File: src/rtl/cic_interp_multich.sv
// Multi-channel CIC interpolator: N combs at the frame rate, zero-stuff by 2^k,
// N cascaded integrators at clk rate, rounded and saturated normalisation.
module cic_interp_multich #(
   parameter int DW        = 16,
   parameter int CH        = 2,
   parameter int N         = 3,
   parameter int LOG2_RMAX = 7,
   parameter int KW        = $clog2(LOG2_RMAX + 1),
   parameter int W         = DW + N * LOG2_RMAX
) (
   input  logic             clk,
   input  logic             rst,
   input  logic [KW-1:0]    ratio_log2,
   input  logic             in_valid,
   output logic             in_ready,
   input  logic [CH*DW-1:0] in_data,
   output logic             out_valid,
   input  logic             out_ready,
   output logic [CH*DW-1:0] out_data,
   output logic [CH-1:0]    out_sat
);

   localparam int PW = (LOG2_RMAX > 0) ? LOG2_RMAX : 1;
   localparam logic [PW:0] ONEP = 1;
   localparam logic signed [W:0] ONEW = 1;
   localparam logic signed [W:0] PMAX = (W+1)'(2**(DW-1) - 1);
   localparam logic signed [W:0] NMIN = (W+1)'(-(2**(DW-1)));

   typedef enum logic {IDLE, RUN} st_t;

   st_t             state;
   logic [PW-1:0]   phase;
   logic [KW-1:0]   k_l;
   logic signed [W-1:0] cd [CH][N];
   logic signed [W-1:0] cv [CH];
   logic signed [W-1:0] ig [CH][N];

   logic signed [W-1:0] cx [CH][N+1];
   logic signed [W-1:0] ix [CH][N+1];
   logic signed [W:0]   av;
   logic [CH*DW-1:0]    nd;
   logic [CH-1:0]       ns;
   int                  sh;
   logic                step, last, acc;

   assign step     = (state == RUN) & (!out_valid | out_ready);
   assign last     = ({1'b0, phase} == ((ONEP << k_l) - ONEP));
   assign in_ready = !rst & ((state == IDLE) | (step & last));
   assign acc      = in_valid & in_ready;

   // comb chain on the incoming frame, integrator cascade on the held comb value
   always_comb begin
      for (int c = 0; c < CH; c++) begin
         cx[c][0] = {{(W-DW){in_data[c*DW+DW-1]}}, in_data[c*DW +: DW]};
         for (int i = 0; i < N; i++)
            cx[c][i+1] = cx[c][i] - cd[c][i];
         ix[c][0] = (phase == '0) ? cv[c] : '0;
         for (int i = 0; i < N; i++)
            ix[c][i+1] = ig[c][i] + ix[c][i];
      end
   end

   always_comb begin
      nd = '0;
      ns = '0;
      av = '0;
      sh = (N - 1) * int'(k_l);
      for (int c = 0; c < CH; c++) begin
         av = {ix[c][N][W-1], ix[c][N]};
         if (sh > 0)
            av = (av + (ONEW << (sh - 1))) >>> sh;
         if (av > PMAX) begin
            nd[c*DW +: DW] = PMAX[DW-1:0];
            ns[c] = 1'b1;
         end else if (av < NMIN) begin
            nd[c*DW +: DW] = NMIN[DW-1:0];
            ns[c] = 1'b1;
         end else begin
            nd[c*DW +: DW] = av[DW-1:0];
         end
      end
   end

   always_ff @(posedge clk) begin
      if (rst) begin
         state     <= IDLE;
         phase     <= '0;
         k_l       <= '0;
         out_valid <= 1'b0;
         out_data  <= '0;
         out_sat   <= '0;
         for (int c = 0; c < CH; c++) begin
            cv[c] <= '0;
            for (int i = 0; i < N; i++) begin
               cd[c][i] <= '0;
               ig[c][i] <= '0;
            end
         end
      end else begin
         if (step) begin
            for (int c = 0; c < CH; c++)
               for (int i = 0; i < N; i++)
                  ig[c][i] <= ix[c][i+1];
            out_data  <= nd;
            out_sat   <= ns;
            out_valid <= 1'b1;
            phase     <= phase + PW'(1);
            if (last)
               state <= IDLE;
         end else if (out_ready) begin
            out_valid <= 1'b0;
         end
         // a new frame overrides the end-of-frame return to IDLE
         if (acc) begin
            for (int c = 0; c < CH; c++) begin
               cv[c] <= cx[c][N];
               for (int i = 0; i < N; i++)
                  cd[c][i] <= cx[c][i];
            end
            k_l   <= ratio_log2;
            phase <= '0;
            state <= RUN;
         end
      end
   end

endmodule
File: config.mk
export PLATFORM = sky130hd
export DESIGN_NAME = cic_interp_multich
export DESIGN_NICKNAME = d
export VERILOG_FILES = /design/src/rtl/cic_interp_multich.sv
export SDC_FILE = /design/constraint.sdc
export NUM_CORES = 2
export LEC_CHECK = 0
export CAP_MARGIN = 20
export CORE_MARGIN = 4
export CORE_UTILIZATION = 63
export CTS_CLUSTER_SIZE = 8
export DETAILED_ROUTE_END_ITERATION = 8
export PLACE_DENSITY = 0.8
export SKIP_LAST_GASP = 1
export SYNTH_ARGS = -nofsm -noshare
export SYNTH_HDL_FRONTEND = slang
export SYNTH_SLANG_ARGS = --single-unit
File: constraint.sdc
create_clock -name clk -period 17.56 [get_ports clk]
set_input_delay 1.756 -clock clk [delete_from_list [all_inputs] [get_ports clk]]
set_output_delay 1.756 -clock clk [all_outputs]
set_load 0.02 [all_outputs]
# Yosys cells after proc, flatten, opt, wreduce, memory -nomap -nowiden
# Memory sizes are Yosys's and may differ from the RTL's.
# Cells that the tools add are included.
classes:
  reduce_logical: 8
  n_lt_le_gt_ge: 5
  n_shift: 4
  n_addsub: 17
  n_mul: 0
  n_div: 0
  eq_ne: 1
  mux: 39
  n_bitwise: 21
ops:
  columns: ["cell", "count"]
  rows:
  - ["two-way mux 37 bit", 16]
  - ["adder 37 bit", 6]
  - ["subtractor 37 bit", 4]
  - ["adder 37 x 38 -> 38 bit", 2]
  - ["> comparator 38 x 16 -> 1 bit, second input constant", 2]
  - ["less-than comparator 38 x 16 -> 1 bit, second input constant", 2]
  - ["two-way mux 38 bit", 2]
  - [">>> shifter 38 x 4 -> 38 bit", 2]
  - ["subtractor 16 x 37 -> 37 bit", 2]
  - ["two-way mux 16 bit", 4]
  - ["<< shifter 1 x 32 -> 38 bit, first input constant", 1]
  - ["two-way mux 1 bit", 17]
  - ["OR 1 bit", 16]
  - ["equality test 7 x 8 -> 1 bit", 1]
  - ["<< shifter 1 x 3 -> 8 bit, first input constant", 1]
  - ["subtractor 8 x 1 -> 8 bit, second input constant", 1]
  - ["adder 7 x 1 -> 7 bit, second input constant", 1]
  - ["zero test 7 bit", 1]
  - ["nonzero test 2 bit", 3]
  - ["subtractor 4 x 1 -> 5 bit, second input constant", 1]
  - ["bitwise AND 1 bit", 4]
  - ["> comparator 4 x 1 -> 1 bit, second input constant", 1]
  - ["zero test 1 bit", 2]
  - ["AND reduction 2 bit", 1]
  - ["2 further kinds", 2]
word_totals:
  ram_bits: 518
  mem_count: 3
  inputBits: 39
  latch_bits: 0
  output_inout_bits: 36
  register_bits: 46
  rom_bits: 0
  elab_cells: 104
mem_list:
  columns: ["name", "depth", "width", "read_ports", "rd_ports_with_merged_regs", "wr", "line_no", "text"]
  rows:
  - ["cd", 2, 111, 2, 0, 2, "34", "logic signed [W-1:0] cd [CH][N];"]
  - ["ig", 2, 111, 2, 0, 2, "36", "logic signed [W-1:0] ig [CH][N];"]
  - ["cv", 2, 37, 2, 0, 2, "35", "logic signed [W-1:0] cv [CH];"]

# Longest topological paths before layout
logic_depth:
  word_depth: 11
  ltp_mapped: 55
  ltp_nobuf: 49

# Worst setup path after synthesis
# Ideal clock, no wire load.
synth_path:
  kind: "register to register"
  startpoint: "register k_l[0]"
  endpoint: "memory cd[0][0] in the netlist's numbering, enable pin"
  arrival_ns: 11.784
  setup_slack_ns: 5.058
  setup_ns: 0.718
  path_stages_with_launch: 22
  path_buffers: 8
  path_cell_list: "dfxtp_1 -> inv_1 -> clkbuf_1 -> clkbuf_1 -> buf_2 -> clkbuf_1 -> buf_1 -> clkbuf_1 -> ha_1 -> clkbuf_1 -> inv_1 -> nor2_1 -> inv_2 -> ha_1 -> xnor2_1 -> a2111oi_0 -> nand3_1 -> o41a_1 -> nor2_1 -> nand2_1 -> nand2b_1 -> clkbuf_1"
synth_rtl:
  columns: ["item", "line_no", "text"]
  rows:
  - ["start, declared", "33", "logic [KW-1:0] k_l;"]
  - ["start signal, assigned", "120", "k_l <= ratio_log2;"]
  - ["end, declared", "34", null]

==> results.py <==
metrics = {
    "run_status": {
        "status": "completed",
    },
    "place": {
        "hpwl_mm": 90.8,
        "pre_cts_ws_ps": 5510,
        "place.gp.congestion": 0.970,
        "placed_area_um2": 48400,
        "portBuffers": 74,
    },
    "timing": {
        "worst_clock_skew_ps": 40.1,
        "layout_setup_ws_ps": 5250,
        "setup_violations": 0,
        "tightest_slew_ps": 1070,
        "slew_violations": 0,
        "fin_setup_tns_ps": 0,
        "period_share_pct": 70.1,
        "max_freq_mhz": 81.2,
        "holdWs_ps": 472,
        "max_slew_margin_pct": 28.2,
        "min_period_ps": 12310,
        "rsz0062_at_grt": "no",
        "hold_viol_final": 0,
    },
    "layout": {
        "nets": 5773,
        "layout_common_cells": "nor2_1, edfxtp_1, ha_1, and2_1, a21oi_1",
        "final_area_um2": 50600,
        "drive_gt1_share_pct": 5.20,
        "syn_to_final_growth_pct": 7.68,
        "nFillCells": 5722,
        "final_common_cell": "nor2_1",
        "diodes": 0,
    },
    "critical_path": {
        "worstSetupPathType": "reg2reg",
        "rrSetupSlack_ps": 5250,
        "end_kind": "flop",
        "cp_slowest_cell": "a2bb2oi_1",
        "cp.arrival_ps": 12790,
        "crit_path_frequent_cell": "a21oi_1",
        "crit_start": "phase[0]$_SDFFE_PP0P_",
        "rr_worst_depth": 46,
        "setup.worst_path.start_class": "flop",
        "r2r-end": "out_data[30]$_SDFFE_PP0P_",
        "path_max_fanout": 40,
        "max_stage_delay_ps": 780,
        "reg2reg_from": "phase[0]$_SDFFE_PP0P_",
        "required_ps": 18040,
        "crit_end": "out_data[30]$_SDFFE_PP0P_",
    },
    "global_route": {
        "grt_pass1_wl_mm": 198,
        "antenna_found_initial": 2,
        "grt-ovfl-total": 0,
        "grt_usage_pct": 30.6,
        "grt_pass1_vias": 38600,
        "grt_max_degree": 115,
    },
    "clock_network": {
        "cts_buffers": 75,
        "cts-resized-gates": 0,
        "htree_levels": 3,
        "ctsLongestPathBuffers": 3,
        "cts_tree": "yes",
        "clkSlewWorstSetupHoldPaths_ps": 60,
        "cts_hold_buffers": 0,
        "cts.sinks": 522,
        "root_buffer": "clkbuf_16",
        "clkLatencyLatePin_ps": 650,
        "post_cts_buffers": 0,
    },
    "drt": {
        "ant_nets": 0,
        "drc": 0,
        "vias": 40100,
        "drt-total-wl_mm": 124,
        "initialDrtViolationCount": 3227,
        "routedWlPerCell_um": 19.7,
        "dr.pass1.iters": 9,
        "vias_per_cell": 6.38,
    },
    "die": {
        "die-area_um2": 79000,
        "fp-row-count": 99,
        "coreArea_um2": 73500,
        "die_w_um": 281,
        "initial_core_util_pct": 64.0,
        "die_h_um": 281,
        "io_pins": 75,
    },
    "synthesis": {
        "async_reset_ff_share_pct": 0,
        "yosysSeqAreaShare_pct": 32.4,
        "synthCells": 5309,
        "syn_area_per_cell_um2": 8.85,
        "ys_seq_elements": 522,
        "ys.flop_type": "edfxtp_1",
        "synth_edf_count": 476,
        "syn_area_um2": 47000,
        "synth_cell_types": 130,
        "synth_warnings": 0,
    },
    "job": {
        "cap_viol_max_count": 0,
    },
    "min_path": {
        "hp-class": "reg2reg",
    },
}
[cell families after synthesis]
logic type	synth area share, %
flops	32.4
xor+xnor	7.44
mux	1.78
simple gates	21.3
other cells	0.00798
fa+ha+maj	11.9
compound gates	20.7
buf+inv	4.51
[per-stage QoR]
step	instances	utilization [%]
after floorplan	5312	-
after global placement	6178	65.9
after detailed placement	6178	65.9
after CTS	6286	68.9
after global routing	6286	68.9
final	6286	68.9
[cell type report]
type | count | area (um2) | share of cell area, %
multi-input cells | 4242 | 29700 | 58.7
flip-flops and latches | 522 | 15200 | 30.1
clock buffers | 102 | 2000 | 3.95
inverters | 344 | 1300 | 2.57
well taps | 959 | 1200 | 2.37
repair buffers | 111 | 1010 | 2.00
clock inverters | 6 | 153 | 0.302
[cells in the mapped netlist, types with 14 or more instances]
library cell | count | area [um2]
nor3_1 | 122 | 611
o21ai_0 | 189 | 946
dfxtp_1 | 46 | 921
and4_1 | 18 | 158
a2111oi_0 | 14 | 123
o31ai_1 | 48 | 360
inv_1 | 343 | 1290
nor3b_1 | 14 | 105
xnor2_1 | 267 | 2340
or4_1 | 15 | 113
nor4_1 | 32 | 200
buf_2 | 27 | 135
o211ai_1 | 64 | 480
edfxtp_1 | 476 | 14300
a31o_2 | 22 | 193
a31oi_1 | 54 | 338
nand4_1 | 47 | 294
o21a_1 | 56 | 420
mux2_2 | 26 | 293
nand2b_1 | 62 | 388
nand2_1 | 333 | 1250
o21bai_1 | 55 | 413
nand3b_1 | 16 | 120
ha_1 | 422 | 5280
fa_1 | 16 | 320
nor2b_1 | 53 | 332
clkbuf_1 | 155 | 582
mux2i_1 | 53 | 531
o21ai_1 | 17 | 85.1
xor2_1 | 123 | 1080
and2_1 | 372 | 2330
a211oi_1 | 67 | 503
or3_1 | 41 | 257
a311oi_1 | 16 | 140
nand3_1 | 108 | 541
a21boi_0 | 23 | 173
nor2_1 | 481 | 1810
and3_1 | 124 | 776
or2_2 | 25 | 156
buf_1 | 17 | 63.8
a21o_1 | 168 | 1260
a21oi_1 | 364 | 1820
o221ai_1 | 16 | 140
[state kept, by name (all words and copies together), names as in the netlist]
name and count:
ig 222, phase 7, k_l 3, out_valid 1, cv 74, out_sat 2, cd 180, state 1
out_data 32
[per-layer routing]
layer	up-vias	global-route usage, %	routed length (um)
li1	19400	-	-
met1	19100	39.2	52100
met2	1290	51.7	58500
met3	331	3.86	6990
met4	2	14.5	6270
met5	-	0	12
[critical path: cells and delay by family (launching register included)]
kind | cells | cell delay, ps
AO/OA/AOI/OAI | 24 | 6380
multiplexers | 1 | 730
buffers and inverters | 4 | 580
adder cells (fa/ha/maj) | 5 | 1350
XOR/XNOR | 2 | 370
AND/OR/NAND/NOR | 10 | 2320
flip-flops | 1 | 360
[worst min-delay path by stage]
stage,from,to,slack [ps],depth (start not counted)
3_5_place_dp,out_data[16]$_SDFFE_PP0P_,out_data[16]$_SDFFE_PP0P_,450,2
4_1_cts,out_data[17]$_SDFFE_PP0P_,out_data[17]$_SDFFE_PP0P_,470,2
3_3_place_gp,out_data[17]$_SDFFE_PP0P_,out_data[17]$_SDFFE_PP0P_,460,2
5_1_grt,out_data[17]$_SDFFE_PP0P_,out_data[17]$_SDFFE_PP0P_,490,2
6_report,out_data[16]$_SDFFE_PP0P_,out_data[16]$_SDFFE_PP0P_,470,2
2_1_floorplan,state$_SDFFE_PP0P_,out_valid$_SDFFE_PP0P_,450,2
Power is not shown: default switching activity piles up to over one toggle a cycle in this logic, so the estimate is an artifact.
